===== src/rtl/motor_pkg.sv =====
// Shared channel state type and coil excitation tables for the stepper ramp controller.
// Define MOTOR_HALFSTEP_EN to drive the 8-entry half-step sequence instead of full-step.
package motor_pkg;

   typedef enum logic [1:0] {
      IDLE,
      RUN,
      BRAKE
   } chan_state_t;

   // Packed so that index 0 is the least significant nibble.
   localparam logic [3:0][3:0] FULL_SEQ = {4'b1001, 4'b1010, 4'b0110, 4'b0101};
   localparam logic [7:0][3:0] HALF_SEQ = {4'b1001, 4'b1000, 4'b1010, 4'b0010,
                                           4'b0110, 4'b0100, 4'b0101, 4'b0001};

`ifdef MOTOR_HALFSTEP_EN
   localparam int PHASE_W = 3;
`else
   localparam int PHASE_W = 2;
`endif

   function automatic logic [3:0] coil_of(input logic [PHASE_W-1:0] phase);
`ifdef MOTOR_HALFSTEP_EN
      return HALF_SEQ[phase];
`else
      return FULL_SEQ[phase];
`endif
   endfunction

endpackage


===== src/rtl/motor_channel.sv =====
// One stepper channel: target latch, IDLE/RUN/BRAKE ramp FSM, phase and position tracking.
// Phase width and coil table follow MOTOR_HALFSTEP_EN through motor_pkg.
module motor_channel
   import motor_pkg::*;
#(
   parameter int PERIOD_W = 7,
   parameter int POS_W    = 16
) (
   input  logic                clk,
   input  logic                reset,
   input  logic                tick,
   input  logic                cmd_valid,
   input  logic                cmd_sign,
   input  logic [PERIOD_W-1:0] cmd_period,
   output logic [1:0]          enable,
   output logic [3:0]          coil,
   output logic                at_speed,
   output logic [POS_W-1:0]    position
);

   localparam logic [PERIOD_W-1:0] PERIOD_MAX = '1;
   localparam logic [PERIOD_W-1:0] P_ONE      = PERIOD_W'(1);
   localparam logic [POS_W-1:0]    POS_ONE    = POS_W'(1);
   localparam logic [PHASE_W-1:0]  PH_ONE     = PHASE_W'(1);

   chan_state_t         state, state_n;
   logic                tgt_sign, tgt_sign_n, dir, dir_n;
   logic [PERIOD_W-1:0] tgt_period, tgt_period_n, cur, cur_n, step_cnt, step_cnt_n;
   logic [PHASE_W-1:0]  phase, phase_n;
   logic [POS_W-1:0]    position_n;
   logic                step, leave;

   function automatic logic [PERIOD_W-1:0] ramp_to(input logic [PERIOD_W-1:0] c,
                                                   input logic [PERIOD_W-1:0] t);
      if (c > t) return c - P_ONE;
      if (c < t) return c + P_ONE;
      return c;
   endfunction

   assign step  = tick && (state != IDLE) && (step_cnt == cur - P_ONE);
   assign leave = (tgt_period == '0) || (tgt_sign != dir);

   always_comb begin
      tgt_sign_n   = cmd_valid ? cmd_sign : tgt_sign;
      tgt_period_n = cmd_valid ? cmd_period : tgt_period;
      state_n      = state;
      dir_n        = dir;
      cur_n        = cur;
      step_cnt_n   = step_cnt;
      phase_n      = phase;
      position_n   = position;
      if (tick && state != IDLE)
         step_cnt_n = step ? '0 : step_cnt + P_ONE;
      case (state)
         IDLE: begin
            if (tgt_period != '0) begin
               state_n    = RUN;
               dir_n      = tgt_sign;
               cur_n      = PERIOD_MAX;
               step_cnt_n = '0;
            end
         end
         RUN: begin
            // A step coinciding with the decision to brake already slows down.
            if (leave) begin
               state_n = BRAKE;
               if (step && cur != PERIOD_MAX) cur_n = cur + P_ONE;
            end else if (step) begin
               cur_n = ramp_to(cur, tgt_period);
            end
         end
         BRAKE: begin
            if (!leave) begin
               state_n = RUN;
               if (step) cur_n = ramp_to(cur, tgt_period);
            end else if (step) begin
               if (cur == PERIOD_MAX) begin
                  if (tgt_period == '0) begin
                     state_n = IDLE;
                  end else begin
                     state_n = RUN;
                     dir_n   = tgt_sign;
                  end
               end else begin
                  cur_n = cur + P_ONE;
               end
            end
         end
         default: state_n = IDLE;
      endcase
      // Uses dir_n so the reversing step already moves the new way.
      if (step) begin
         phase_n    = dir_n ? phase - PH_ONE : phase + PH_ONE;
         position_n = dir_n ? position - POS_ONE : position + POS_ONE;
      end
   end

   always_ff @(posedge clk or posedge reset) begin
      if (reset) begin
         state      <= IDLE;
         tgt_sign   <= 1'b0;
         tgt_period <= '0;
         dir        <= 1'b0;
         cur        <= PERIOD_MAX;
         step_cnt   <= '0;
         phase      <= '0;
         position   <= '0;
         enable     <= 2'b00;
         coil       <= 4'b0000;
         at_speed   <= 1'b1;
      end else begin
         state      <= state_n;
         tgt_sign   <= tgt_sign_n;
         tgt_period <= tgt_period_n;
         dir        <= dir_n;
         cur        <= cur_n;
         step_cnt   <= step_cnt_n;
         phase      <= phase_n;
         position   <= position_n;
         enable     <= (state_n != IDLE) ? 2'b11 : 2'b00;
         coil       <= (state_n != IDLE) ? coil_of(phase_n) : 4'b0000;
         at_speed   <= ((state_n == RUN) && (cur_n == tgt_period_n)) ||
                       ((state_n == IDLE) && (tgt_period_n == '0));
      end
   end

endmodule


===== src/rtl/motor_ramp_controller.sv =====
// N-channel stepper ramp controller: shared step prescaler feeding one motor_channel per motor.
// Step mode is chosen at build time by MOTOR_HALFSTEP_EN (see motor_pkg).
module motor_ramp_controller #(
   parameter int NUM_MOTORS = 2,
   parameter int PERIOD_W   = 7,
   parameter int PRESCALE   = 50,
   parameter int POS_W      = 16
) (
   input  logic                           clk,
   input  logic                           reset,
   input  logic [NUM_MOTORS-1:0]          cmd_valid,
   input  logic [NUM_MOTORS-1:0]          cmd_sign,
   input  logic [NUM_MOTORS*PERIOD_W-1:0] cmd_period,
   output logic [NUM_MOTORS*2-1:0]        enable,
   output logic [NUM_MOTORS*4-1:0]        coil,
   output logic [NUM_MOTORS-1:0]          at_speed,
   output logic [NUM_MOTORS*POS_W-1:0]    position
);

   localparam int PS_W = (PRESCALE > 1) ? $clog2(PRESCALE) : 1;
   localparam logic [PS_W-1:0] PS_LAST = PS_W'(PRESCALE - 1);

   logic [PS_W-1:0] ps_cnt;
   logic            tick;

   assign tick = (ps_cnt == PS_LAST);

   always_ff @(posedge clk or posedge reset) begin
      if (reset) ps_cnt <= '0;
      else       ps_cnt <= tick ? '0 : ps_cnt + PS_W'(1);
   end

   for (genvar i = 0; i < NUM_MOTORS; i++) begin : g_chan
      motor_channel #(
         .PERIOD_W (PERIOD_W),
         .POS_W    (POS_W)
      ) u_chan (
         .clk        (clk),
         .reset      (reset),
         .tick       (tick),
         .cmd_valid  (cmd_valid[i]),
         .cmd_sign   (cmd_sign[i]),
         .cmd_period (cmd_period[i*PERIOD_W +: PERIOD_W]),
         .enable     (enable[i*2 +: 2]),
         .coil       (coil[i*4 +: 4]),
         .at_speed   (at_speed[i]),
         .position   (position[i*POS_W +: POS_W])
      );
   end

endmodule


===== config.mk =====
export PLATFORM = sky130hd
export DESIGN_NAME = motor_ramp_controller
export DESIGN_NICKNAME = d
export VERILOG_FILES = /design/src/rtl/motor_pkg.sv /design/src/rtl/motor_channel.sv /design/src/rtl/motor_ramp_controller.sv
export SDC_FILE = /design/constraint.sdc
export NUM_CORES = 1
export LEC_CHECK = 0
export ABC_AREA = 1
export ABC_CLOCK_PERIOD_IN_PS = 10400
export BUFFER_PORTS_ARGS = -buffer_cell sky130_fd_sc_hd__buf_4
export CAP_MARGIN = 20
export CELL_PAD_IN_SITES_DETAIL_PLACEMENT = 0
export CELL_PAD_IN_SITES_GLOBAL_PLACEMENT = 1
export CORE_MARGIN = 10
export CORE_UTILIZATION = 35
export DETAILED_ROUTE_END_ITERATION = 10
export PLACE_DENSITY_LB_ADDON = 0.1
export SLEW_MARGIN = 40
export SYNTH_ARGS = -nofsm -noshare
export SYNTH_HDL_FRONTEND = slang
export SYNTH_SLANG_ARGS = --single-unit

===== constraint.sdc =====
create_clock -name clk -period 10.4 [get_ports clk]
set_input_delay 1.04 -clock clk [delete_from_list [all_inputs] [get_ports clk]]
set_output_delay 1.04 -clock clk [all_outputs]
set_load 0.01 [all_outputs]

# Word level (Yosys, flattened, before mapping)
# Cells that the tools add are included.
[totals]
in_bits = 20
regBits = 106
out_inout_bits = 46
[op_classes]
n_mux = 109
order_cmp = 6
n_reduce_logical = 28
eq_ne = 17
add_sub_neg = 15
[ops]
columns = ["operator", "n"]
rows = [
  ["$mux W7", 38],
  ["$pmux W7 S3", 2],
  ["$mux W1", 40],
  ["$add A16 B1 Y16 const B", 2],
  ["$mux W16", 2],
  ["$mux W2", 16],
  ["$sub A16 B1 Y16 const B", 2],
  ["$add A7 B1 Y7 const B", 4],
  ["$eq A7 B7 Y1", 4],
  ["$logic_not A7 Y1", 4],
  ["$bmux W4 S2", 2],
  ["$mux W4", 4],
  ["$eq A7 B7 Y1 const B", 2],
  ["$gt A7 B7 Y1", 2],
  ["$lt A7 B7 Y1", 2],
  ["$ne A7 B7 Y1 const B", 2],
  ["$reduce_bool A7 Y1", 2],
  ["$sub A7 B1 Y7 const B", 2],
  ["$pmux W2 S3", 2],
  ["$logic_and A1 B1 Y1", 10],
  ["$eq A2 B1 Y1 const B", 4],
  ["$logic_not A2 Y1", 4],
  ["$reduce_bool A2 Y1", 4],
  ["$add A6 B1 Y6 const B", 1],
  ["9 further kinds", 18],
]

# Depth between registers and ports, before layout
# Gate-level depths: netlist of run 1.
[logic_depth]
depth_word = 18
mapped_depth = 30
ltp_nobuf = 29

# Hierarchy
# Synthesis of run 1 repeated with hierarchy kept, for this count alone.
[hier_totals]
hier_cells = 1157
area_unflattened_um2 = 8338.0
[modules_own_cells]
columns = ["mod", "seq_area_each_um2", "area_per_inst_um2", "cells_each", "instances"]
rows = [
  ["motor_channel (g_chan[0].u_chan)", 1236.2, 4047.6, 549, 1],
  ["motor_channel (g_chan[1].u_chan)", 1236.2, 3967.6, 569, 1],
  ["motor_ramp_controller", 150.1, 322.8, 39, 1],
]

# Worst setup path before layout of run 1
# No wires, ideal clock.
[synth_timing]
kind = "reg-to-reg"
start = "reg g_chan[1].u_chan.cur[0]"
end = "reg g_chan[1].u_chan.position[14]"
setup_time_ns = 0.082
period_less_slack_ns = 4.031
setup_slack_ns = 6.369
path_stages_with_launch = 28
arrival_time_ns = 3.949
cell_sequence = "dfstp_2 > inv_2 > ha_1 > buf_2 > nand3_1 > nand3_1 > nand2_2 > nand3_4 > nor2_4 > nand2_4 > nor2_4 > nand3_2 > nand3_2 > nand2_4 > inv_1 > ha_1 > nand2_1 > nor2_1 > a211oi_1 > o21ai_0 > nand3_1 > nand2_1 > nand2_1 > nand3b_1 > o21ai_0 > nand3b_1 > nand3_1 > a31oi_1"
[synth_between]
elab_chain_cells = 7
[synth_lines]
columns = ["item", "line", "text"]
rows = [
  ["start: declaration", "motor_channel.sv:28", "logic [PERIOD_W-1:0] tgt_period, tgt_period_n, cur, cur_n, step_cnt, step_cnt_n;"],
  ["start signal: assignment", "motor_channel.sv:116", "cur <= cur_n;"],
  ["$sub A7 B1 Y7", "motor_channel.sv:40", "assign step = tick && (state != IDLE) && (step_cnt == cur - P_ONE);"],
  ["$eq A7 B7 Y1", "motor_channel.sv:40", ""],
  ["$logic_and A1 B1 Y1", "motor_channel.sv:40", ""],
  ["$mux W1 *", "motor_channel.sv:76", "end else if (step) begin"],
  ["$mux W1 *", "motor_channel.sv:73", "if (!leave) begin"],
  ["$pmux W1 S2 *", "motor_channel.sv:54", "case (state)"],
  ["via g_chan[1].u_chan.dir_n", "motor_channel.sv:27", "logic tgt_sign, tgt_sign_n, dir, dir_n;"],
  ["$mux W16 *", "motor_channel.sv:94", "position_n = dir_n ? position - POS_ONE : position + POS_ONE;"],
  ["end signal: assignment", "motor_channel.sv:119", "position <= position_n;"],
  ["end: declaration", "motor_channel.sv:18", "output logic [POS_W-1:0] position"],
]
# The timed path passes the listed nets; every way through them passes the cells marked *.
# A chain may end at the register's enable or synchronous reset.

# Worst setup path after layout of run 1
# Same ends and word-level chain as after synthesis.

==> results of run 1 <==
==> kinds of logic after synthesis <==
family                   Yosys count  synth area share (%)
adder cells (fa/ha/maj)           55                 8.686
XOR/XNOR                          49                 5.301
AND/OR/NAND/NOR                  595                 33.66
multiplexers                       8                0.9892
buffers and inverters            194                 9.706
AO/OA/AOI/OAI                    141                 9.258
flip-flops                       104                 32.40
==> registers in the layout (all words and copies together) (netlist names) <==
| name | count |
|---|---|
| g_chan.u_chan.tgt_period | 14 |
| g_chan.u_chan.at_speed | 2 |
| g_chan.u_chan.phase | 4 |
| ps_cnt | 6 |
| g_chan.u_chan.tgt_sign | 2 |
| g_chan.u_chan.position | 32 |
| g_chan.u_chan.enable | 2 |
| g_chan.u_chan.cur | 14 |
| g_chan.u_chan.step_cnt | 14 |
| g_chan.u_chan.state | 4 |
| g_chan.u_chan.dir | 2 |
| g_chan.u_chan.coil | 8 |
==> Yosys cell counts (2+ instances only) <==
cell type	instances
a21oi_1	49
or2_2	8
nor2_2	11
dfrtp_1	88
o211ai_1	3
o21ai_1	4
nor4_1	2
xnor2_1	12
mux2i_1	8
and3_1	3
nand4_1	30
buf_2	4
a31oi_1	4
clkbuf_1	6
nor2_1	88
nor2_4	7
nand2_4	2
o21ai_0	68
nand2_1	279
nor3_1	14
o22ai_1	2
ha_1	53
buf_6	3
fa_1	2
nand3_1	128
buf_4	8
nand2_2	8
inv_2	6
a211oi_1	3
a21boi_0	2
inv_1	166
nand3_2	5
nand3b_1	5
xor2_1	37
dfstp_2	16
==> worst max-delay path by stage <==
stage | end | slack (ns) | cells after the start
floorplan | g_chan[1].u_chan.position[14] | 6.37 | 27
detailed placement | g_chan[1].u_chan.position[14] | 5.43 | 29
global route | g_chan[1].u_chan.position[14] | 4.90 | 28
CTS | g_chan[1].u_chan.position[14] | 5.40 | 28
global placement | g_chan[1].u_chan.position[14] | 5.52 | 29
finish | g_chan[1].u_chan.position[14] | 5.47 | 28
==> layer usage <==
metal	global-route usage [%]	up-vias	part of all wire [%]	wire length, µm
met5	0	-	0	0
met1	22.41	3400	51	11620
li1	-	3842	-	-
met4	3.298	0	0.75	169
met2	23.20	106	43	9718
met3	3.215	13	4.7	1064
==> cell usage in the layout, fill, tap and decap left out, types with 2 or more instances in the layout <==
cell type / Yosys / routed
a211oi_1: 3 / 3
a21boi_0: 2 / 2
a21oi_1: 49 / 49
a31oi_1: 4 / 4
and3_1: 3 / 3
buf_4: 8 / 65
clkbuf_16: 0 / 9
clkinv_2: 0 / 2
dfrtp_1: 88 / 88
dfstp_2: 16 / 16
fa_1: 2 / 2
ha_1: 53 / 53
inv_1: 166 / 165
inv_2: 6 / 6
mux2i_1: 8 / 8
nand2_1: 279 / 278
nand2_2: 8 / 9
nand2_4: 2 / 2
nand3_1: 128 / 128
nand3_2: 5 / 5
nand3b_1: 5 / 5
nand4_1: 30 / 30
nor2_1: 88 / 88
nor2_2: 11 / 11
nor2_4: 7 / 7
nor3_1: 14 / 14
nor4_1: 2 / 2
o211ai_1: 3 / 3
o21ai_0: 68 / 68
o21ai_1: 4 / 4
o22ai_1: 2 / 2
or2_2: 8 / 8
xnor2_1: 12 / 12
xor2_1: 37 / 37
==> final cells by class <==
class | count | area (µm²)
Tap cell | 285 | 356.6
Clock inverter | 6 | 67.56
Clock buffer | 10 | 229.0
Multi-Input combinational cell | 848 | 4690
Inverter | 173 | 651.9
Timing Repair Buffer | 66 | 499.2
Fill cell | 2430 | 13590
Sequential cell | 104 | 2623
==> power groups by stage <==
stage | clock network (mW) | registers (mW) | logic, mW
global placement | 0 | 0.597 | 1.21
CTS | 0.378 | 0.588 | 1.20
global route | 0.393 | 0.601 | 1.37
detailed placement | 0 | 0.595 | 1.20
finish | 0.362 | 0.588 | 1.20
floorplan | 0 | 0.535 | 0.952
==> critical path, delay by kind of cell, from the launching register on <==
family | cells | cell delay [ns]
AOI/OAI and AO/OA | 4 | 0.85
adders and majority gates | 2 | 0.81
buffers and inverters | 3 | 0.44
DFF | 1 | 0.60
and+or+nand+nor | 19 | 2.12
==> results.txt, run 1 <==
Place WS -> 5.432 ns
Die Height -> 172.1 µm
largest net degree at the start of global routing -> 65
clk_skew -> 0.01471 ns
crit path max-delay cell type -> dfstp_2
Total Wirelength -> 22570 µm
Placed Area -> 8820 µm²
Die Wd -> 172.1 µm
clock buffer depth -> 2
Max-Cap Viols -> 0
Yosys top cell area share -> 27.20%
vias in the first global route -> 7051
Clock transition at path regs -> 0.08 ns
Post-Route Utilization -> 40.14%
Rows -> 55
Finish-stage setup viols -> 0
Reg power frac -> 27.4%
starting density of the core -> 35.65%
Post-synth ARST share -> 100.0%
final critical-path setup slack -> 5.469 ns
Syn Area/Cell -> 7.064 µm²
Boundary Pins -> 66
Worst Setup End Kind -> flip-flop
Worst Hold Class -> flip-flop to flip-flop
Nets -> 1277
CTS buffer count -> 9
Req. time, crit path -> 10.68 ns
htree depth -> 3
worst-skew pair later-pin latency -> 0.37 ns
Synth Net Count -> 1221
Critical R2R Launch -> g_chan[1].u_chan.cur[0]
initial antenna violation count -> 0
largest cells by area after synthesis -> dfrtp_1 27%, nand2_1 13%, ha_1 8.2%
Initial DRT Pass Iterations -> 5
DR vias -> 7361
Final Max Slew Viols -> 0
layout cells sized above 1 -> 12.34%
f_max -> 0.2028 GHz
detailed-route DRC error count -> 0
DIE AREA -> 29610 µm²
final hold vios -> 0
reg2reg setup slack -> 5.47 ns
Clock Power Share -> 16.8%
total overflow reported by the global router -> 0
GR Util All Layers -> 15.53%
Synthesis Warnings -> 0
cell mode on critical path -> nand2_1
P_int -> 1.065 mW
Psw -> 1.082 mW
Area Overhead vs Synth -> 12.61%
Yosys cell types -> 47
RSZ-0062 raised after global routing -> false
worst-case reg-to-reg path depth -> 28
Hold Path Sink -> g_chan[0].u_chan.position[15]
Crit Path Category -> flip-flop to flip-flop
WHS -> 0.4863 ns
hold_buf cts -> 0
minimum clock period -> 4.931 ns
CORE AREA -> 22710 µm²
peak per-stage delay on the critical path -> 0.60 ns
Critical R2R Capture -> g_chan[1].u_chan.position[14]
cell count after placement -> 1476
CTS sink count -> 104
Critical Path Start -> g_chan[1].u_chan.cur[0]
Power Density -> 235.5 nW/µm²
Post-CTS Setup Repair Bufs -> 0
Tot Pwr -> 2.147 mW
post-synthesis sequential area ratio -> 32.40%
sw frac -> 50.39%
Synth Instances -> 1146
first-pass GRT wire length -> 37000 µm
Post-CTS Resized -> 0
synthesized area -> 8095 µm²
Synth area leader -> dfrtp_1
crit path DAT -> 5.21 ns
Slew @ Worst Pin -> 0.6939 ns
CTS tree -> built
Tcrit/Tclk final -> 47.41%
gpl congestion -> 0.8278
CP startpoint kind -> flip-flop
final antenna diode count -> 0
Rel. slew slack -> 53.57%
Combinational Power Share -> 55.8%
Finished Layout Cells -> 1492
leakage power -> 4.836 nW
Worst Path Max Fanout -> 16
initial DRC count -> 503
fin area -> 9116 µm²
status -> finished, final reports clean
wire length per cell -> 15.13 µm
root buf cell -> clkbuf_16
worst vdd ir -> 0.00008078 V
Antenna Nets Post-Route -> 0
vias per cell -> 4.934
hold depth -> 1
Main synth FF type -> dfrtp_1
Synth Register Bits -> 104
Post-synth EDFFs -> 0
IO Port Bufs -> 65
final HPWL from detailed placement -> 17450 µm
Sum Neg Setup Slack -> 0 ns
hold path start -> g_chan[0].u_chan.position[15]
No activity file was read; power rests on OpenSTA's default activity.
==> run 2, diff against run 1 <==
Settings changed: ABC_CLOCK_PERIOD_IN_PS 10400 to 4900.
Clock period 10.4 ns to 4.9 ns, I/O delays scaled along.
==> run 2 against run 1 <==
Against the previous run: critical path depth is 1 higher; hold slack lost 0.25 ns; sequential share of layout area fell by 0.52 points; global-route usage up 0.42 points; largest cell class unchanged; sequential power increased by 110%; clock skew is 0.0015 ns lower; design area rose by 1.8%; critical endpoint is now g_chan[1].u_chan.position[15].
==> results.txt, run 2 (same netlist as run 1, synthesis figures left out) <==
GR Util All Layers -> 15.95% (+0.42 points)
CTS tree -> built
RSZ-0062 raised after global routing -> false
clk_skew -> 0.01321 ns (-0.001502 ns)
sw frac -> 49.78% (-0.61 points)
vias per cell -> 4.936 (about the same)
Tcrit/Tclk final -> 89.34% (+42 points)
vias in the first global route -> 7264 (+3.0%)
cell count after placement -> 1482 (+0.41%)
Initial DRT Pass Iterations -> 5 (unchanged)
Worst Setup End Kind -> flip-flop
Critical Path Start -> g_chan[1].u_chan.cur[1]
CORE AREA -> 22710 µm² (unchanged)
Final Max Slew Viols -> 0 (unchanged)
WHS -> 0.2327 ns (-0.2536 ns)
Rel. slew slack -> 51.50% (-2.1 points)
Psw -> 2.350 mW (+120%)
Worst Hold Class -> primary input to async pin
Finish-stage setup viols -> 0 (unchanged)
most frequent cells in the layout -> 279 x nand2_1, 164 x inv_1, 128 x nand3_1, 88 x nor2_1, 88 x dfrtp_1
Area Overhead vs Synth -> 14.67%
first-pass GRT wire length -> 38170 µm (+3.2%)
Sum Neg Setup Slack -> 0 ns (unchanged)
total overflow reported by the global router -> 0 (unchanged)
status -> finished, final reports clean
detailed-route DRC error count -> 0 (unchanged)
Finished Layout Cells -> 1505 (+0.87%)
Worst Path Max Fanout -> 9 (-7)
CTS sink count -> 104 (unchanged)
leakage power -> 4.892 nW (+1.1%)
Nets -> 1290 (+1.0%)
Boundary Pins -> 66 (unchanged)
max FFs per register -> 32 (unchanged)
Clock transition at path regs -> 0.07 ns (about the same)
crit path to -> g_chan[1].u_chan.position[15]
CP startpoint kind -> flip-flop
CTS buffer count -> 9 (unchanged)
Crit Path Category -> flip-flop to flip-flop
P_int -> 2.371 mW (+120%)
DR vias -> 7429 (+0.92%)
Max-Cap Viols -> 0 (unchanged)
gpl congestion -> 0.8337 (+0.71%)
starting density of the core -> 35.65% (unchanged)
initial antenna violation count -> 0 (unchanged)
Combinational Power Share -> 56.9% (+1.1 points)
Slew @ Worst Pin -> 0.7257 ns (+0.03182 ns)
Post-Route Utilization -> 40.88% (+0.73 points)
cell mode on critical path -> nand2_1
crit path max-delay cell type -> dfstp_2
wire length per cell -> 15.33 µm (+1.4%)
worst-skew pair later-pin latency -> 0.36 ns (about the same)
reg2reg setup slack -> 0.52 ns (-4.95 ns)
Req. time, crit path -> 5.17 ns (-5.51 ns)
final hold vios -> 0 (unchanged)
htree depth -> 3 (unchanged)
Antenna Nets Post-Route -> 0 (unchanged)
Top reg by flops -> g_chan.u_chan.position
worst-case reg-to-reg path depth -> 29 (+3.6%)
Clock Power Share -> 16.7% (about the same)
worst vdd ir -> 0.0001982 V (+150%)
clock buffer depth -> 2 (unchanged)
layout cells sized above 1 -> 13.85% (+1.5 points)
IO Port Bufs -> 65 (unchanged)
f_max -> 0.2284 GHz (+13%)
final antenna diode count -> 0 (unchanged)
root buf cell -> clkbuf_16
Reg power frac -> 26.4% (-1.0 points)
largest net degree at the start of global routing -> 64 (-1.5%)
initial DRC count -> 432 (-14%)
crit path DAT -> 4.65 ns (-0.56 ns)
minimum clock period -> 4.377 ns (-0.5532 ns)
Total Wirelength -> 23080 µm (+2.3%)
final HPWL from detailed placement -> 17690 µm (+1.3%)
peak per-stage delay on the critical path -> 0.67 ns (+0.07 ns)
Die Wd -> 172.1 µm (unchanged)
Critical R2R Launch -> g_chan[1].u_chan.cur[1]
Critical R2R Capture -> g_chan[1].u_chan.position[15]
DIE AREA -> 29610 µm² (unchanged)
Rows -> 55 (unchanged)
commonest non-fill, non-tap cell in the layout -> nand2_1
Power Density -> 508.6 nW/µm² (+120%)
Die Height -> 172.1 µm (unchanged)
## run 2: cell types whose count changed in the layout (fill, tap and decap cells not counted), sizes merged
cell / delta
buf: +13
clkbuf: +1
clkinv: -1
## run 2: worst min path at each step
stage               slack (ns)  cells past startpoint                             to
finish                    0.23                      2     g_chan[0].u_chan.enable[0]
global route              0.27                      2   g_chan[0].u_chan.position[2]
CTS                       0.25                      2   g_chan[0].u_chan.position[2]
detailed placement        0.47                      1  g_chan[0].u_chan.position[15]
global placement          0.47                      1  g_chan[0].u_chan.position[15]
floorplan                 0.46                      1                      ps_cnt[0]
## run 2: through the flow
stage / total power [mW] / cell area [µm²] / setup slack [ns]
global route: 5.219 / 9283 / 0.04988
detailed placement: 3.854 / 8861 / 0.1889
floorplan: 3.156 / 8095 / 0.8688
CTS: 4.667 / 9165 / 0.1535
finish: 4.721 / 9283 / 0.5226
global placement: 3.881 / 8859 / 0.2076
## run 2: repair_timing
action                                  in CTS  in global routing
hold buffers                                 0                  0
setup buffers                                0                  7
endpoints found under the hold margin        0                  0
gates resized for setup                      0                  9
endpoints found under the setup margin       0                  4
## run 2: worst max-delay path: cells and delay by family (launching register included)
family / cells / cell delay, ns
AND/OR/NAND/NOR: 19 / 1.99
adder cells (fa/ha/maj): 2 / 0.69
flip-flops: 1 / 0.67
buffers and inverters: 5 / 0.52
AO/OA/AOI/OAI: 2 / 0.28
XOR/XNOR: 1 / 0.12
## run 2: layout make-up
class / instances / area (µm²)
well taps: 285 / 356.6
fillers: 2439 / 13430
clock inverters: 5 / 61.31
repair buffers: 79 / 593.1
clock buffers: 11 / 242.7
inverters: 173 / 658.1
flip-flops and latches: 104 / 2623
multi-input cells: 848 / 4748
## run 2: metal layers
layer  GRT usage, %  vias up  routed length (µm)
li1               -     3872                   -
met4          2.849        0                 156
met5              0        -                   0
met2          24.57      137               10110
met3          2.827       11                1082
met1          22.91     3409               11730
## run 2: power groups by stage
| stage | clock, mW | sequential [mW] | combinational (mW) |
|---|---|---|---|
| after floorplan | 0 | 1.13 | 2.02 |
| after global placement | 0 | 1.27 | 2.61 |
| after detailed placement | 0 | 1.27 | 2.59 |
| after CTS | 0.812 | 1.25 | 2.60 |
| after global routing | 0.842 | 1.27 | 3.11 |
| final | 0.787 | 1.25 | 2.69 |
==> run 3, diff against run 2 <==
Settings changed: ABC_AREA 1 to not set, CORE_MARGIN 10 to 4.
==> run 3 against run 2 <==
Against the previous run: area after synthesis shrank 2.8%; sequential cell count is the same; via count shrank 9.4%; maximum frequency shrank 8.0%; sequential power shrank 18%; hold slack lost 0.043 ns; global-route usage grew 1.4 points; final cell count shrank 15%.
==> results.txt, run 3 <==
status -> finished, final reports clean
Synth Register Bits -> 104 (unchanged)
post-synthesis sequential area ratio -> 33.33% (+0.93 points)
Finish-stage setup viols -> 0 (unchanged)
Synth Net Count -> 977 (-20%)
Worst Setup End Kind -> flip-flop
most used routing layer -> met2
Critical Path Start -> g_chan[1].u_chan.cur[0]
crit-path cells -> inv_2 -> ha_4 -> xor2_2 -> nand2_1 -> or3_4 -> a2111o_1 -> o31ai_4 -> mux2i_4 -> clkinv_4 -> ha_4 -> nor2b_4 -> o21ai_2 -> a21boi_2 -> o21ai_2 -> a21boi_2 -> or4_4 -> a31o_4 -> a31oi_4 -> mux2i_1 -> nand2_1
initial DRC count -> 292 (-32%)
Power Density -> 410.5 nW/µm² (-19%)
minimum clock period -> 4.759 ns (+0.3811 ns)
final hold vios -> 0 (unchanged)
Syn Area/Cell -> 8.724 µm² (+23%)
crit-path leading delay family -> compound AO/OA/AOI/OAI gates
Boundary Pins -> 66 (unchanged)
Nets -> 1071 (-17%)
Yosys top cell area share -> 27.99% (+0.78 points)
max FFs per register -> 32 (unchanged)
Sum Neg Setup Slack -> 0 ns (unchanged)
Antenna Nets Post-Route -> 0 (unchanged)
DR vias -> 6729 (-9.4%)
clk_skew -> 0.01193 ns (-0.001282 ns)
htree depth -> 3 (unchanged)
Top reg by flops -> g_chan.u_chan.position
Die Height -> 157.9 µm (-8.2%)
Rows -> 54 (-1.8%)
worst vdd ir -> 0.0001856 V (-6.3%)
P_int -> 2.219 mW (-6.4%)
Fillers -> 2193 (-10%)
Slew @ Worst Pin -> 0.8052 ns (+0.07952 ns)
Worst Hold Class -> primary input to async pin
Clock transition at path regs -> 0.08 ns (about the same)
Area Overhead vs Synth -> 20.26%
Worst Path Max Fanout -> 7 (-2)
largest cells by area after synthesis -> dfrtp_1 28%, ha_1 8.4%, xnor2_1 6.2%
Combinational Power Share -> 53.8% (-3.1 points)
total overflow reported by the global router -> 0 (unchanged)
Initial DRT Pass Iterations -> 5 (unchanged)
Max-Cap Viols -> 0 (unchanged)
Crit Path Category -> flip-flop to flip-flop
Post-synth EDFFs -> 0 (unchanged)
Synth Instances -> 902 (-21%)
Critical R2R Launch -> g_chan[1].u_chan.cur[0]
gpl congestion -> 0.8623 (+3.4%)
GR Util All Layers -> 17.37% (+1.4 points)
vias in the first global route -> 6726 (-7.4%)
worst path bufs/invs -> 2 (-3)
Tcrit/Tclk final -> 97.11% (+7.8 points)
CTS buffer count -> 9 (unchanged)
Post-synth ARST share -> 100.0% (unchanged)
met2 GRT Util -> 29.85% (+5.3 points)
WHS -> 0.1901 ns (-0.04261 ns)
Synthesis Warnings -> 0 (unchanged)
Rel. slew slack -> 46.12% (-5.4 points)
multi-input logic area -> 5049 µm² (+6.3%)
Synth top cells by count -> 88 x dfrtp_1, 84 x nand2_1, 67 x nor2_1, 59 x inv_1, 58 x o21ai_0
Psw -> 1.665 mW (-29%)
f_max -> 0.2102 GHz (-8.0%)
RSZ-0062 raised after global routing -> true
CORE AREA -> 21960 µm² (-3.3%)
DIE AREA -> 24950 µm² (-16%)
wire length per cell -> 16.63 µm (+8.5%)
leakage power -> 4.370 nW (-11%)
first-pass GRT wire length -> 35010 µm (-8.3%)
Synth area leader -> dfrtp_1
Reg power frac -> 26.5% (about the same)
IO Port Bufs -> 65 (unchanged)
root buf cell -> clkbuf_16
clock buffer depth -> 2 (unchanged)
commonest non-fill, non-tap cell in the layout -> buf_4
layout cells sized above 1 -> 20.68% (+6.8 points)
M3 GR Usage -> 2.679% (-0.15 points)
crit path max-delay cell type -> dfstp_2
synthesized area -> 7869 µm² (-2.8%)
hold_buf cts -> 0 (unchanged)
Main synth FF type -> dfrtp_1
CP startpoint kind -> flip-flop
Die Wd -> 157.9 µm (-8.2%)
Tot Pwr -> 3.884 mW (-18%)
Clock Power Share -> 19.7% (+3.0 points)
largest net degree at the start of global routing -> 60 (-6.3%)
Total Wirelength -> 21310 µm (-7.7%)
peak per-stage delay on the critical path -> 0.56 ns (-0.11 ns)
vias per cell -> 5.253 (+6.4%)
initial antenna violation count -> 0 (unchanged)
Seq. cell area -> 2623 µm² (unchanged)
final HPWL from detailed placement -> 16290 µm (-7.9%)
starting density of the core -> 35.83% (+0.19 points)
CTS sink count -> 104 (unchanged)
final antenna diode count -> 0 (unchanged)
detailed-route DRC error count -> 0 (unchanged)
count leader, synth -> dfrtp_1
worst-skew pair later-pin latency -> 0.36 ns (about the same)
most frequent cells in the layout -> 120 x buf_4, 88 x dfrtp_1, 84 x nand2_1, 66 x nor2_1, 56 x xnor2_1
Yosys cell types -> 78 (+66%)
crit path DAT -> 5.00 ns (+0.35 ns)
met1 capacity usage during global routing -> 23.01% (+0.10 points)
CTS tree -> built
Final Max Slew Viols -> 0 (unchanged)
Req. time, crit path -> 5.15 ns (-0.02 ns)
sw frac -> 42.86% (-6.9 points)
## run 3: worst reg2reg max path, stage by stage (launching register included)
cell	delay (ns)
dfstp_2	0.56
inv_2	0.05
ha_4	0.30
xor2_2	0.16
nand2_1	0.08
or3_4	0.33
a2111o_1	0.45
o31ai_4	0.26
mux2i_4	0.34
clkinv_4	0.13
ha_4	0.26
nor2b_4	0.12
o21ai_2	0.14
a21boi_2	0.07
o21ai_2	0.15
a21boi_2	0.07
or4_4	0.49
a31o_4	0.26
a31oi_4	0.18
mux2i_1	0.19
nand2_1	0.06
## run 3: worst paths after layout
path                                                       to  slack (ns)  cells after the start
worst min-delay path                g_chan[1].u_chan.tgt_sign        0.19                      2
worst max register to register  g_chan[1].u_chan.position[14]        0.14                     20
min in group clk                    g_chan[1].u_chan.tgt_sign        0.36                      2
worst min register to register  g_chan[1].u_chan.position[15]        0.48                      1
max in group asynchronous       g_chan[1].u_chan.position[15]        3.67                      3
worst max-delay path            g_chan[1].u_chan.position[14]        0.14                     20
## run 3: final cells by class
type                            count  share of cell area [%]
Multi-Input combinational cell    701                   53.35
Tap cell                          280                   3.702
Timing Repair Buffer              121                   9.639
Clock buffer                       10                   2.420
Inverter                           59                   2.446
Clock inverter                      6                  0.7272
Sequential cell                   104                   27.71
## run 3: logic make-up after synthesis
kind of cell,after synthesis,synth area share [%]
xor+xnor,91,10.30
fa+ha+maj,56,9.064
mux,22,2.846
flops,104,33.33
compound gates,216,18.73
simple gates,316,20.51
buf+inv,97,5.215
## run 3: stage by stage
step	cell area (µm²)	setup WS, ns	util, %	cells
floorplan	7951	-0.08335	-	902
global placement	8930	0.1114	40.67	1254
detailed placement	8930	0.02902	40.67	1254
CTS	9228	0.008884	42.02	1270
global route	9463	-0.05722	43.09	1281
finish	9463	0.1415	43.09	1281
## run 3: timing repair
| action | 4_1_cts | 5_1_grt |
|---|---|---|
| endpoints found under the setup margin | 0 | 11 |
| endpoints found under the hold margin | 0 | 0 |
| resized for setup | 0 | 31 |
| setup buffers | 0 | 11 |
## run 3: routing by layer
metal  up-vias  part of all wire [%]
li1       3410                     -
met1      3185                    47
met2       110                    49
met3        24                   3.1
met4         0                   1.6
met5         -                     0
## run 3: power groups by stage
stage | clock network (mW) | registers (mW) | logic [mW]
global placement | 0 | 1.05 | 1.99
floorplan | 0 | 1.02 | 1.43
global route | 0.826 | 1.04 | 2.31
detailed placement | 0 | 1.05 | 1.97
finish | 0.764 | 1.03 | 2.09
CTS | 0.796 | 1.03 | 1.98
